==> config.mk <==
export PLATFORM = sky130hd
export DESIGN_NAME = voice_allocator
export DESIGN_NICKNAME = d
export VERILOG_FILES = /design/src/rtl/synth_pkg.sv /design/src/rtl/oldest_slot_finder.sv /design/src/rtl/voice_allocator.sv
export SDC_FILE = /design/constraint.sdc
export NUM_CORES = 1
export LEC_CHECK = 0
export ABC_CLOCK_PERIOD_IN_PS = 10250
export BUFFER_PORTS_ARGS = -buffer_cell sky130_fd_sc_hd__buf_2
export CORE_MARGIN = 1.5
export CORE_UTILIZATION = 40
export CTS_CLUSTER_SIZE = 12
export DETAILED_ROUTE_END_ITERATION = 7
export GPL_TIMING_DRIVEN = 0
export PLACE_DENSITY = 0.65
export SETUP_SLACK_MARGIN = 0.05
export SLEW_MARGIN = 30
export SYNTH_ARGS = -nofsm -noshare
export SYNTH_HDL_FRONTEND = slang
export SYNTH_SLANG_ARGS = --single-unit
==> constraint.sdc <==
create_clock -name clk_in -period 10.25 [get_ports clk_in]
set_clock_uncertainty 0.1 [all_clocks]
set_input_delay 0.5125 -clock clk_in [delete_from_list [all_inputs] [get_ports clk_in]]
set_output_delay 0.5125 -clock clk_in [all_outputs]
set_load 0.01 [all_outputs]
==> src/rtl/synth_pkg.sv <==
// Shared types for the synth voice path: slot record, allocator state
// encoding and the per-slot burst word layout consumed by pwm_combine.
package synth_pkg;

  localparam int VOICES     = 5;
  localparam int SLOT_AGE_W = 8;
  localparam int IDX_W      = 3;

  typedef struct packed {
    logic                  active;
    logic [6:0]            note;
    logic [6:0]            vel;
    logic [SLOT_AGE_W-1:0] age;
  } slot_t;

  typedef enum logic [1:0] {
    ST_IDLE   = 2'd0,
    ST_LOOKUP = 2'd1,
    ST_SETTLE = 2'd2
  } alloc_state_e;

  function automatic logic [15:0] pack_burst(input logic [6:0] note, input logic [6:0] vel);
    return {1'b0, note, 1'b0, vel};
  endfunction

endpackage

==> src/rtl/oldest_slot_finder.sv <==
// Combinational search for the masked slot with the largest age; ties
// resolve to the lowest index. found_o is low when the mask is empty.
module oldest_slot_finder #(
  parameter int VOICES = 5,
  parameter int AGE_W  = 8,
  parameter int IDX_W  = 3
) (
  input  logic [VOICES*AGE_W-1:0] age_i,
  input  logic [VOICES-1:0]       mask_i,
  output logic [IDX_W-1:0]        idx_o,
  output logic                    found_o
);

  logic [AGE_W-1:0] best_age;

  always_comb begin
    idx_o    = '0;
    found_o  = 1'b0;
    best_age = '0;
    // Strict greater-than keeps the earliest index on equal ages.
    for (int i = 0; i < VOICES; i++) begin
      if (mask_i[i] && (!found_o || (age_i[i*AGE_W +: AGE_W] > best_age))) begin
        idx_o    = IDX_W'(i);
        found_o  = 1'b1;
        best_age = age_i[i*AGE_W +: AGE_W];
      end
    end
  end

endmodule

==> src/rtl/voice_allocator.sv <==
// Maps note-on/off events onto mixer voice slots, stealing the oldest voice
// when full, and publishes coalesced slot snapshots after a quiet period.
module voice_allocator #(
  parameter int                VOICES        = 5,
  parameter logic [VOICES-1:0] USABLE_MASK   = 5'b11110,
  parameter int                SETTLE_CYCLES = 64,
  parameter int                AGE_W         = 8
) (
  input  logic                   clk_in,
  input  logic                   rst_in,
  input  logic                   event_valid_in,
  output logic                   event_ready_out,
  input  logic                   event_on_in,
  input  logic [6:0]             event_note_in,
  input  logic [6:0]             event_vel_in,
  output logic [VOICES-1:0]      on_array_out,
  output logic [16*VOICES-1:0]   burst_data_out,
  output logic                   burst_change_out,
  output logic [2:0]             active_count_out,
  output logic                   steal_out
);
  import synth_pkg::*;

  localparam int CNT_W = $clog2(SETTLE_CYCLES + 1);
  localparam logic [SLOT_AGE_W-1:0] AGE_MAX = SLOT_AGE_W'((1 << AGE_W) - 1);

  alloc_state_e            state_q, state_d;
  logic [CNT_W-1:0]        cnt_q, cnt_d;
  logic                    pending_q, pending_d;
  logic                    ev_on_q, ev_on_d;
  logic [6:0]              ev_note_q, ev_note_d;
  logic [6:0]              ev_vel_q, ev_vel_d;
  slot_t                   slots_q [VOICES];
  slot_t                   slots_d [VOICES];
  logic [VOICES-1:0]       on_q, on_d;
  logic [16*VOICES-1:0]    data_q, data_d;
  logic [2:0]              count_q, count_d;
  logic                    burst_q, burst_d;
  logic                    steal_q, steal_d;

  logic                    accept;
  logic [VOICES-1:0]       live_mask, match_vec, free_vec;
  logic [VOICES*AGE_W-1:0] age_flat;
  logic [IDX_W-1:0]        old_idx, target;
  logic                    old_found, applied;

  function automatic logic [IDX_W-1:0] lowest_set(input logic [VOICES-1:0] v);
    logic [IDX_W-1:0] idx;
    idx = '0;
    for (int i = VOICES - 1; i >= 0; i--) begin
      if (v[i]) idx = IDX_W'(i);
    end
    return idx;
  endfunction

  function automatic logic [SLOT_AGE_W-1:0] age_inc(input logic [SLOT_AGE_W-1:0] a);
    if (a >= AGE_MAX) return a;
    return a + SLOT_AGE_W'(1);
  endfunction

  function automatic logic [2:0] popcount(input logic [VOICES-1:0] v);
    logic [2:0] n;
    n = '0;
    for (int i = 0; i < VOICES; i++) n = n + {2'b00, v[i]};
    return n;
  endfunction

  assign event_ready_out  = (state_q == ST_IDLE) || (state_q == ST_SETTLE);
  assign accept           = event_valid_in && event_ready_out;
  assign on_array_out     = on_q;
  assign burst_data_out   = data_q;
  assign burst_change_out = burst_q;
  assign active_count_out = count_q;
  assign steal_out        = steal_q;

  always_comb begin
    live_mask = '0;
    match_vec = '0;
    free_vec  = '0;
    age_flat  = '0;
    for (int i = 0; i < VOICES; i++) begin
      live_mask[i] = USABLE_MASK[i] & slots_q[i].active;
      match_vec[i] = live_mask[i] && (slots_q[i].note == ev_note_q);
      free_vec[i]  = USABLE_MASK[i] & ~slots_q[i].active;
      age_flat[i*AGE_W +: AGE_W] = slots_q[i].age[AGE_W-1:0];
    end
  end

  oldest_slot_finder #(
    .VOICES (VOICES),
    .AGE_W  (AGE_W),
    .IDX_W  (IDX_W)
  ) u_oldest (
    .age_i   (age_flat),
    .mask_i  (live_mask),
    .idx_o   (old_idx),
    .found_o (old_found)
  );

  always_comb begin
    state_d   = state_q;
    cnt_d     = cnt_q;
    pending_d = pending_q;
    ev_on_d   = ev_on_q;
    ev_note_d = ev_note_q;
    ev_vel_d  = ev_vel_q;
    slots_d   = slots_q;
    on_d      = on_q;
    data_d    = data_q;
    count_d   = count_q;
    burst_d   = 1'b0;
    steal_d   = 1'b0;
    target    = '0;
    applied   = 1'b0;

    unique case (state_q)
      ST_IDLE: begin
        if (accept) begin
          // Velocity-zero note-on is a note-off in MIDI running-status practice.
          ev_on_d   = event_on_in && (event_vel_in != 7'd0);
          ev_note_d = event_note_in;
          ev_vel_d  = event_vel_in;
          state_d   = ST_LOOKUP;
        end
      end

      ST_LOOKUP: begin
        if (ev_on_q) begin
          if (|match_vec) begin
            target  = lowest_set(match_vec);
            applied = 1'b1;
          end else if (|free_vec) begin
            target  = lowest_set(free_vec);
            applied = 1'b1;
          end else if (old_found) begin
            target  = old_idx;
            applied = 1'b1;
            steal_d = 1'b1;
          end
          if (applied) begin
            for (int i = 0; i < VOICES; i++) begin
              if (IDX_W'(i) == target) begin
                slots_d[i].active = 1'b1;
                slots_d[i].note   = ev_note_q;
                slots_d[i].vel    = ev_vel_q;
                slots_d[i].age    = '0;
              end else if (slots_q[i].active) begin
                slots_d[i].age = age_inc(slots_q[i].age);
              end
            end
          end
        end else if (|match_vec) begin
          target  = lowest_set(match_vec);
          applied = 1'b1;
          for (int i = 0; i < VOICES; i++) begin
            if (IDX_W'(i) == target) slots_d[i] = '0;
          end
        end
        pending_d = pending_q | applied;
        cnt_d     = '0;
        state_d   = (applied || pending_q) ? ST_SETTLE : ST_IDLE;
      end

      ST_SETTLE: begin
        if (accept) begin
          ev_on_d   = event_on_in && (event_vel_in != 7'd0);
          ev_note_d = event_note_in;
          ev_vel_d  = event_vel_in;
          cnt_d     = '0;
          state_d   = ST_LOOKUP;
        end else if (cnt_q == CNT_W'(SETTLE_CYCLES - 1)) begin
          // Quiet period elapsed: publish the shadowed slot state.
          for (int i = 0; i < VOICES; i++) begin
            on_d[i]             = USABLE_MASK[i] & slots_q[i].active;
            data_d[16*i +: 16]  = on_d[i] ? pack_burst(slots_q[i].note, slots_q[i].vel) : 16'h0000;
          end
          count_d   = popcount(on_d);
          burst_d   = 1'b1;
          pending_d = 1'b0;
          state_d   = ST_IDLE;
        end else begin
          cnt_d = cnt_q + CNT_W'(1);
        end
      end

      default: state_d = ST_IDLE;
    endcase
  end

  always_ff @(posedge clk_in or posedge rst_in) begin
    if (rst_in) begin
      state_q   <= ST_IDLE;
      cnt_q     <= '0;
      pending_q <= 1'b0;
      ev_on_q   <= 1'b0;
      ev_note_q <= '0;
      ev_vel_q  <= '0;
      for (int i = 0; i < VOICES; i++) slots_q[i] <= '0;
      on_q      <= '0;
      data_q    <= '0;
      count_q   <= '0;
      burst_q   <= 1'b0;
      steal_q   <= 1'b0;
    end else begin
      state_q   <= state_d;
      cnt_q     <= cnt_d;
      pending_q <= pending_d;
      ev_on_q   <= ev_on_d;
      ev_note_q <= ev_note_d;
      ev_vel_q  <= ev_vel_d;
      slots_q   <= slots_d;
      on_q      <= on_d;
      data_q    <= data_d;
      count_q   <= count_d;
      burst_q   <= burst_d;
      steal_q   <= steal_d;
    end
  end

endmodule

==> flow_metrics.py, run 1 <==
metrics = {
    "placement": {
        "place_ws_ns": 1.68,
        "gp_congestion": 0.903,
        "portBuffers": 83,
        "placedInstanceArea_sq_um": 10400,
        "dp_cells": 1370,
        "hpwl_mm": 17.9,
    },
    "die": {
        "start_util_pct": 41.2,
        "placementRows": 55,
        "core_region_area_sq_um": 22800,
        "die_y_microns": 156,
        "io_pins": 109,
        "die_x_microns": 156,
        "dieArea_sq_um": 24400,
    },
    "critical_path": {
        "regToRegSetupSlack_ns": 1.53,
        "ff2ff_path_depth": 27,
        "rr_startpoint": "live_mask[1]",
        "arrival_ns": 8.95,
        "cp-endpoint": "slots_q[77]",
        "critPathMaxFanout": 10,
        "crit_required_ns": 10.48,
        "start_kind": "flop",
        "cp_slowest_cell": "nor3_2",
        "end_kind": "flop",
        "slowest_delay_ns": 0.59,
        "path_class": "reg2reg",
        "r2r-end": "slots_q[77]",
        "startpoint": "live_mask[1]",
    },
    "drt": {
        "drt_iter0_drc": 557,
        "wl_per_cell_microns": 17.2,
        "met2_length_mm": 10.8,
        "drc": 0,
        "avgViaCountPerCell": 5.26,
        "topRoutingLayerUsed": "met4",
        "vias": 7380,
        "met1_length_mm": 11.7,
        "met3RoutedLength_mm": 1.33,
        "wl_mm": 24.1,
        "detail_route.first_pass.iterations": 6,
        "drtAntennaViolNets": 0,
    },
    "cells_and_area": {
        "syn2layout_area_growth_pct": 16.8,
        "instances_no_fill": 1403,
        "layout_commonest_cell": "dfrtp_1",
        "final_cell_mix": "182 x dfrtp_1, 177 x nand2_1, 91 x buf_2",
        "regArea_sq_um": 4550,
        "multi_input_area_sq_um": 4440,
        "drive_above_1_share_pct": 21.6,
        "fillCellCount": 2204,
        "design_area_sq_um": 11000,
        "final_nets": 1133,
        "diodes": 0,
    },
    "global_routing": {
        "grt_pass1_vias": 7242,
        "grt_overflow": 0,
        "grt_max_degree": 83,
        "grt_use_total_pct": 20.7,
        "grt_pass1_wl_mm": 39.5,
        "antenna_found_initial": 0,
    },
    "synthesis": {
        "ys_seq_area_share_pct": 48.4,
        "async_reset_ff_share_pct": 100,
        "ys_ff_latch": 182,
        "synth_cells": 948,
        "synth_ff_type": "dfrtp_1",
        "syn_area_sq_um": 9400,
        "synth_edf_count": 0,
        "synth_warnings": 0,
        "ys_types": 64,
        "synth.avg_cell_area_sq_um": 9.92,
    },
    "clock_tree": {
        "clockBufferDepth": 2,
        "cts_root_buf": "clkbuf_16",
        "cts_buffers": 17,
        "postCtsSetupBuffers": 0,
        "clk_pin_slew_ns": 0.08,
        "cts_tree": "built",
        "clkLatencyLatePin_ns": 0.44,
        "cts.htree.levels": 4,
        "clock-sinks": 182,
    },
    "sta": {
        "worst_pin_slew_ns": 0.940,
        "slew-limit-headroom_pct": 36.5,
        "setup_viol": 0,
        "drv_slew": 0,
        "rsz0062_at_grt": "no",
        "final_hold_viol_count": 0,
        "period_needed_ns": 8.72,
        "layout_setup_ws_ns": 1.53,
        "fmax_mhz": 115,
        "fin_crit_sh_pct": 85.1,
        "fin_setup_tns_ns": 0,
    },
    "power": {
        "ir_drop_mv": 0.120,
        "intPower_w": 0.00144,
        "power_frac_comb_pct": 32.5,
        "leakagePower_nw": 5.45,
        "p_clk_share_pct": 28.6,
        "seq_power_share_pct": 38.9,
        "cellPowerDensity_nw_per_um2": 209,
        "p_sw_w": 0.000863,
        "p_sw_share_pct": 37.5,
    },
    "outcome": {
        "run_status": "finished, final reports clean",
    },
    "min_path": {
        "hp-class": "in2reg",
    },
    "flow_run": {
        "cap_violations": 0,
    },
}
flip-flops by register name, indices dropped and copies added (netlist names):
register,flops
burst_data_out,56
slots_q,56
age_flat,32
cnt_q,7
ev_note_q,7
ev_vel_q,7
live_mask,4
on_array_out,4
active_count_out,3
state_q,2
burst_change_out,1
ev_on_q,1
pending_q,1
steal_out,1
timing repair:
action	4_1_cts	5_1_grt
endpoints found under the hold margin	19	0
resized for setup	0	0
hold buffers	1	0
how the worst min path moves through the flow:
stage	start	endpoint	slack (ns)	depth (start not counted)
floorplan	slots_q[77]	burst_data_out[16]	0.36	2
global placement	burst_data_out[76]	burst_data_out[76]	0.35	2
detailed placement	burst_data_out[43]	burst_data_out[43]	0.35	2
CTS	event_note_in[6]	ev_note_q[6]	0.20	2
global route	event_note_in[4]	ev_note_q[4]	0.20	2
finish	event_note_in[6]	ev_note_q[6]	0.21	2
layout make-up:
class | count | share of cell area (%)
Buffer | 73 | 3.64
Clock buffer | 18 | 4.00
Clock inverter | 14 | 1.47
Inverter | 30 | 1.09
Multi-Input combinational cell | 687 | 40.4
Sequential cell | 182 | 41.5
Tap cell | 313 | 3.56
Timing Repair Buffer | 86 | 4.37
worst max-delay path: cells and delay by family (launching register included):
kind / cells / cell delay [ns]
adders and majority gates: 3 / 0.93
DFF: 1 / 0.46
buffers and inverters: 5 / 1.99
muxes: 2 / 0.75
and+or+nand+nor: 5 / 1.54
AOI/OAI and AO/OA: 12 / 2.82
kinds of logic (layout without fill, tap and decap cells):
group,Yosys count,count (layout),share of synthesized area [%]
AO/OA/AOI/OAI,118,118,8.92
XOR/XNOR,51,51,4.75
adder cells (fa/ha/maj),38,38,5.14
buffers and inverters,103,221,5.46
flip-flops,182,182,48.4
multiplexers,65,65,7.74
other,1,25,0.0399
AND/OR/NAND/NOR,390,390,19.5
stage by stage:
stage	hold WS, ns	util, %	total power [W]
floorplan	0.363	-	0.00142
global placement	0.348	45.1	0.00162
detailed placement	0.350	45.4	0.00164
CTS	0.199	48.1	0.00230
global route	0.202	48.1	0.00242
finish	0.206	48.1	0.00230
metal layers:
metal	global-route usage [%]	vias up
met2	31.5	218
met1	30.2	3635
met3	3.99	28
met5	0	-
met4	5.26	0
li1	-	3499
cells in the mapped netlist (all sizes together), types with 2 or more instances:
cell type / n / share of area [%]
nand4: 19 / 1.3
nand2b: 5 / 0.33
xnor2: 34 / 3.2
buf: 42 / 3.0
o31ai: 4 / 0.32
clkbuf: 31 / 1.2
nor3: 13 / 0.90
o21ai: 24 / 1.3
and3: 10 / 0.67
o211ai: 14 / 1.1
dfrtp: 182 / 48
a22o: 15 / 1.4
o41ai: 4 / 0.37
xor2: 17 / 1.6
nor2: 47 / 2.0
or4: 3 / 0.24
mux2: 62 / 7.4
a21o: 6 / 0.48
o22a: 3 / 0.28
nor2b: 2 / 0.13
and4: 6 / 0.56
and2: 17 / 1.1
a211oi: 4 / 0.32
nor4: 7 / 0.53
inv: 29 / 1.2
o221ai: 2 / 0.25
o22ai: 2 / 0.13
mux2i: 3 / 0.32
ha: 37 / 4.9
a21oi: 21 / 1.1
a31oi: 5 / 0.49
or2: 7 / 0.49
nand2: 177 / 7.1
nand3: 74 / 3.9
power by group through the flow:
stage                     clock network, W  logic, W  registers (W)
after floorplan                          0  0.000545       0.000878
after global placement                   0  0.000716       0.000904
after detailed placement                 0  0.000734       0.000906
after CTS                         0.000671  0.000739       0.000893
after global routing              0.000702  0.000817       0.000906
final                             0.000657  0.000748       0.000894
Power figures use the tool's default switching activity.
==> inputs of run 2 (changes only) <==
- ABC_CLOCK_PERIOD_IN_PS: 10250 -> 7100
- PLACE_DENSITY: 0.65 -> 0.67
- clock period: 10.25 -> 7.1 ns (I/O delays scaled with it)
==> flow_metrics.py, run 2 (same netlist as run 1, synthesis figures left out) <==
metrics = {
    "power": {
        "cellPowerDensity_nw_per_um2": 306,
        "intPower_w": 0.00214,
        "total_power_w": 0.00341,
        "power_frac_comb_pct": 33.1,
        "p_clk_share_pct": 29.0,
        "leakagePower_nw": 5.52,
        "p_sw_w": 0.00127,
        "ir_drop_mv": 0.168,
        "seq_power_share_pct": 37.9,
        "p_sw_share_pct": 37.4,
    },
    "cells_and_area": {
        "diodes": 0,
        "syn2layout_area_growth_pct": 18.4,
        "fillCellCount": 2162,
        "drive_above_1_share_pct": 23.1,
        "regArea_sq_um": 4560,
        "final_nets": 1139,
        "layout_commonest_cell": "dfrtp_1",
        "instances_no_fill": 1409,
        "multi_input_area_sq_um": 4500,
        "post-route-util_pct": 48.7,
        "final_cell_mix": "181 x dfrtp_1, 177 x nand2_1, 90 x buf_2",
    },
    "drt": {
        "wl_per_cell_microns": 16.9,
        "wl_mm": 23.8,
        "drc": 0,
        "drtAntennaViolNets": 0,
        "detail_route.first_pass.iterations": 5,
        "vias": 7373,
        "avgViaCountPerCell": 5.23,
        "drt_iter0_drc": 564,
    },
    "min_path": {
        "hp-class": "in2reg",
        "hold_depth": 2,
        "holdCritStartpoint": "event_note_in[2]",
        "hold_path_end": "ev_note_q[2]",
    },
    "clock_tree": {
        "clock-sinks": 182,
        "clockBufferDepth": 2,
        "cts_root_buf": "clkbuf_16",
        "cts_buffers": 17,
        "clkLatencyLatePin_ns": 0.44,
        "cts_tree": "built",
        "clk_pin_slew_ns": 0.08,
        "cts.htree.levels": 4,
    },
    "sta": {
        "worst_pin_slew_ns": 0.827,
        "setup_viol": 0,
        "drv_slew": 0,
        "rsz0062_at_grt": "no",
        "slew-limit-headroom_pct": 44.4,
        "fin_crit_sh_pct": 95.3,
        "layout_setup_ws_ns": 0.333,
        "fin_hold_ws_ns": 0.0433,
        "fmax_mhz": 148,
        "final_hold_viol_count": 0,
        "period_needed_ns": 6.77,
    },
    "critical_path": {
        "slowest_delay_ns": 0.54,
        "path_class": "reg2reg",
        "cp_slowest_cell": "or4_1",
        "start_kind": "flop",
        "cp_num_buf_inv": 5,
        "crit_required_ns": 7.33,
        "regToRegSetupSlack_ns": 0.33,
        "arrival_ns": 7.00,
        "r2r-end": "slots_q[31]",
        "critPathMaxFanout": 10,
        "crit_top_cell": "ha_1",
        "rr_startpoint": "live_mask[1]",
        "ff2ff_path_depth": 26,
        "path_delay_family": "compound AO/OA/AOI/OAI gates",
        "end_kind": "flop",
    },
    "placement": {
        "portBuffers": 83,
        "hpwl_mm": 17.7,
        "dp_cells": 1370,
        "gp_congestion": 0.884,
        "place_ws_ns": -1.40,
    },
    "global_routing": {
        "grt_use_total_pct": 20.4,
        "grt_pass1_vias": 7112,
        "antenna_found_initial": 0,
        "grt_pass1_wl_mm": 38.5,
        "grt_overflow": 0,
        "grt_max_degree": 86,
    },
    "die": {
        "placementRows": 55,
        "io_pins": 109,
        "core_region_area_sq_um": 22800,
        "die_x_microns": 156,
        "die_y_microns": 156,
        "dieArea_sq_um": 24400,
        "start_util_pct": 41.2,
    },
    "outcome": {
        "run_status": "finished, final reports clean",
    },
    "flow_run": {
        "cap_violations": 0,
    },
}
==> run 2: stage by stage <==
step	TNS, ns	cell area, sq um
6_report	0	11100
5_1_grt	0	11100
4_1_cts	0	11100
3_5_place_dp	-80.21	10400
3_3_place_gp	-153.95	10300
2_1_floorplan	0	9490
==> run 2: layout make-up <==
cell class | instances | share of cell area (%)
Sequential cell | 182 | 40.9
Multi-Input combinational cell | 687 | 40.4
Timing Repair Buffer | 93 | 4.79
Clock buffer | 18 | 3.94
Buffer | 72 | 3.70
Tap cell | 313 | 3.52
Clock inverter | 14 | 1.64
Inverter | 30 | 1.08
==> run 2: worst max-delay path by stage <==
stage	slack, ns	endpoint	cells past startpoint	startpoint
finish	0.33	slots_q[31]	26	live_mask[1]
global route	0.07	slots_q[33]	28	live_mask[1]
CTS	0.07	slots_q[77]	25	live_mask[1]
detailed placement	-1.40	slots_q[78]	27	live_mask[1]
global placement	-1.29	slots_q[78]	27	live_mask[1]
floorplan	0.08	slots_q[77]	27	live_mask[1]
==> run 2: layer usage <==
| metal | track usage (%) | up-vias | part of all wire (%) |
|---|---|---|---|
| met5 | 0 | - | 0 |
| met4 | 6.67 | 0 | 1.7 |
| met3 | 3.38 | 33 | 5.6 |
| met2 | 30.4 | 260 | 44 |
| met1 | 30.0 | 3575 | 49 |
| li1 | - | 3505 | - |
==> run 2: repair_timing <==
item	in CTS	in global routing
endpoints found under the hold margin	26	0
pin swaps	4	1
hold buffers	1	0
gates resized for setup	12	10
setup endpoints to repair	92	85
setup buffers	5	2
gates cloned	0	0
==> run 2: power by group through the flow <==
stage	combinational [W]	sequential (W)	clock, W
final	0.00113	0.00129	0.000989
after global routing	0.00123	0.00131	0.00104
after CTS	0.00110	0.00129	0.000998
after detailed placement	0.00106	0.00131	0
after global placement	0.00103	0.00130	0
after floorplan	0.000787	0.00127	0
==> inputs of run 3 (changes only) <==
- RECOVER_POWER: default -> 25
- SETUP_SLACK_MARGIN: 0.05 -> 0.5
- SYNTH_HIERARCHICAL: default -> 1
==> flow_metrics.py, run 3 <==
metrics = {
    "critical_path": {
        "regToRegSetupSlack_ns": -0.73,
        "arrival_ns": 8.07,
        "path_class": "reg2reg",
        "cp-endpoint": "slots_q[21]",
        "ff2ff_path_depth": 38,
        "path_delay_family": "compound AO/OA/AOI/OAI gates",
        "cp_slowest_cell": "a2111o_1",
        "critPathMaxFanout": 6,
        "crit_required_ns": 7.35,
        "end_kind": "flop",
        "r2r-end": "slots_q[21]",
        "cp_num_cells": 38,
        "start_kind": "flop",
        "rr_startpoint": "age_flat[9]",
        "cp_num_buf_inv": 8,
        "slowest_delay_ns": 0.51,
        "startpoint": "age_flat[9]",
    },
    "clock_tree": {
        "clockBufferDepth": 2,
        "cts_buffers": 17,
        "clkLatencyLatePin_ns": 0.46,
        "clock-sinks": 191,
        "cts_tree": "built",
        "cts_root_buf": "clkbuf_16",
        "clk_pin_slew_ns": 0.08,
        "cts.htree.levels": 4,
    },
    "drt": {
        "avgViaCountPerCell": 5.52,
        "wl_mm": 29.6,
        "drtAntennaViolNets": 0,
        "drt_iter0_drc": 588,
        "vias": 8915,
        "wl_per_cell_microns": 18.3,
        "detail_route.first_pass.iterations": 5,
        "drc": 0,
    },
    "die": {
        "dieArea_sq_um": 27500,
        "die_x_microns": 166,
        "core_region_area_sq_um": 26100,
        "die_y_microns": 166,
        "start_util_pct": 40.7,
        "placementRows": 59,
        "io_pins": 109,
    },
    "sta": {
        "slew-limit-headroom_pct": -180,
        "rsz0062_at_grt": "yes",
        "setup_viol": 100,
        "fmax_mhz": 128,
        "worst_pin_slew_ns": 4.20,
        "fin_crit_sh_pct": 110,
        "period_needed_ns": 7.83,
        "drv_slew": 196,
        "layout_setup_ws_ns": -0.727,
        "fin_setup_tns_ns": -57.76,
        "final_hold_viol_count": 0,
    },
    "placement": {
        "placedInstanceArea_sq_um": 11800,
        "hpwl_mm": 20.0,
        "gp_congestion": 0.891,
        "portBuffers": 83,
    },
    "synthesis": {
        "ys_top_cells_by_count": "191 x dfrtp_1, 180 x nand2_1, 95 x o21ai_0",
        "ys_types": 85,
        "async_reset_ff_share_pct": 100,
        "synth.largest_area_cell": "dfrtp_1",
        "yosysMostFrequentCell": "dfrtp_1",
        "netlist_top_cells_area": "dfrtp_1 45%, nand2_1 6.4%, ha_1 5.3%",
        "synth_edf_count": 0,
        "ys_seq_area_share_pct": 45.0,
        "synth_top_area_share_pct": 45.0,
        "synth.avg_cell_area_sq_um": 10.0,
        "ys_ff_latch": 191,
        "synth_ff_type": "dfrtp_1",
        "syn_area_sq_um": 10600,
        "synth_warnings": 6,
        "synth_cells": 1058,
    },
    "power": {
        "leakagePower_nw": 6.38,
        "cellPowerDensity_nw_per_um2": 451,
        "p_sw_share_pct": 41.9,
        "seq_power_share_pct": 25.5,
        "ir_drop_mv": 0.235,
        "intPower_w": 0.00361,
        "p_clk_share_pct": 16.3,
        "p_sw_w": 0.00260,
        "power_frac_comb_pct": 58.2,
    },
    "global_routing": {
        "grt_max_degree": 80,
        "grt_overflow": 0,
        "antenna_found_initial": 0,
        "grt_pass1_wl_mm": 46.1,
        "grt_pass1_vias": 8487,
        "grt_use_total_pct": 21.0,
    },
    "cells_and_area": {
        "final_nets": 1332,
        "layout_commonest_cell": "dfrtp_1",
        "syn2layout_area_growth_pct": 29.6,
        "largest_reg_flops": 57,
        "diodes": 0,
        "drive_above_1_share_pct": 35.1,
        "final_cell_mix": "186 x dfrtp_1, 176 x nand2_1, 92 x buf_2",
        "design_area_sq_um": 13800,
        "regMostFlops": "slots_q",
    },
    "flow_run": {
        "cap_violations": 3,
    },
    "min_path": {
        "hp-class": "in2reg",
    },
    "outcome": {
        "run_status": "complete, but fails checks",
        "violations": "capacitance limit, slew limit, setup timing",
    },
}
==> run 3: changes by cell type after synthesis, sizes merged, moves of 12 or more <==
cell	previous run	this run
a21oi	21	37
nand3	74	23
o21ai	24	98
nor2	47	35
xnor2	34	8
==> run 3: how the worst min path moves through the flow <==
stage,start,to,slack (ns),cells past startpoint
floorplan,event_valid_in,state_q[0],0.36,1
global placement,active_count_out[2],active_count_out[2],0.36,2
detailed placement,rst_in,burst_data_out[19],0.26,2
CTS,event_note_in[6],ev_note_q[6],0.02,2
global route,event_vel_in[1],ev_vel_q[1],0.03,2
finish,event_note_in[6],ev_note_q[6],0.03,2
==> run 3: kinds of logic (layout without fill, tap and decap cells) <==
group	count (synthesis)	after routing	synth area share, %
compound gates	243	243	15.7
xor+xnor	31	31	2.56
fa+ha+maj	46	46	5.49
buf+inv	110	307	5.78
flops	191	191	45.0
mux	83	83	8.99
other cells	1	26	0.0353
simple gates	353	354	16.4
==> run 3: layout make-up <==
type	count	area, sq um
plain buffers	80	564
multi-input cells	783	6090
clock inverters	15	204
well taps	335	419
repair buffers	165	1160
fillers	2261	12300
inverters	30	114
flip-flops and latches	191	4790
clock buffers	17	425
==> run 3: stage by stage <==
step | utilization [%] | setup WS [ns] | hold slack (ns) | instances | total power [W]
floorplan | - | -0.280 | 0.356 | 1083 | 0.00340
global placement | 44.9 | -1.27 | 0.360 | 1501 | 0.00393
detailed placement | 45.1 | -1.36 | 0.255 | 1503 | 0.00400
CTS | 51.1 | -0.439 | 0.0173 | 1591 | 0.00566
global route | 52.8 | -1.03 | 0.0308 | 1616 | 0.00655
finish | 52.8 | -0.727 | 0.0280 | 1616 | 0.00621
==> run 3: power by group through the flow <==
stage | registers (W) | clock network [W] | logic, W
after CTS | 0.00157 | 0.00103 | 0.00307
after detailed placement | 0.00159 | 0 | 0.00242
final | 0.00158 | 0.00101 | 0.00361
after global placement | 0.00158 | 0 | 0.00235
after floorplan | 0.00151 | 0 | 0.00190
after global routing | 0.00161 | 0.00107 | 0.00387
==> run 3: metal layers <==
| layer | vias to the layer above | global-route usage [%] | wire length (microns) |
|---|---|---|---|
| li1 | 4150 | - | - |
| met4 | 0 | 6.74 | 603 |
| met3 | 47 | 4.00 | 1720 |
| met2 | 278 | 32.3 | 13800 |
| met1 | 4440 | 29.9 | 13400 |
| met5 | - | 0 | 0 |
==> run 3: repair_timing <==
action                                 CTS  global route
endpoints found under the hold margin   36             0
pin swaps                               57            49
hold buffers                             1             0
resized for setup                      109            56
setup buffers                           52            24
gates cloned                             3             1
setup endpoints to repair              101           101
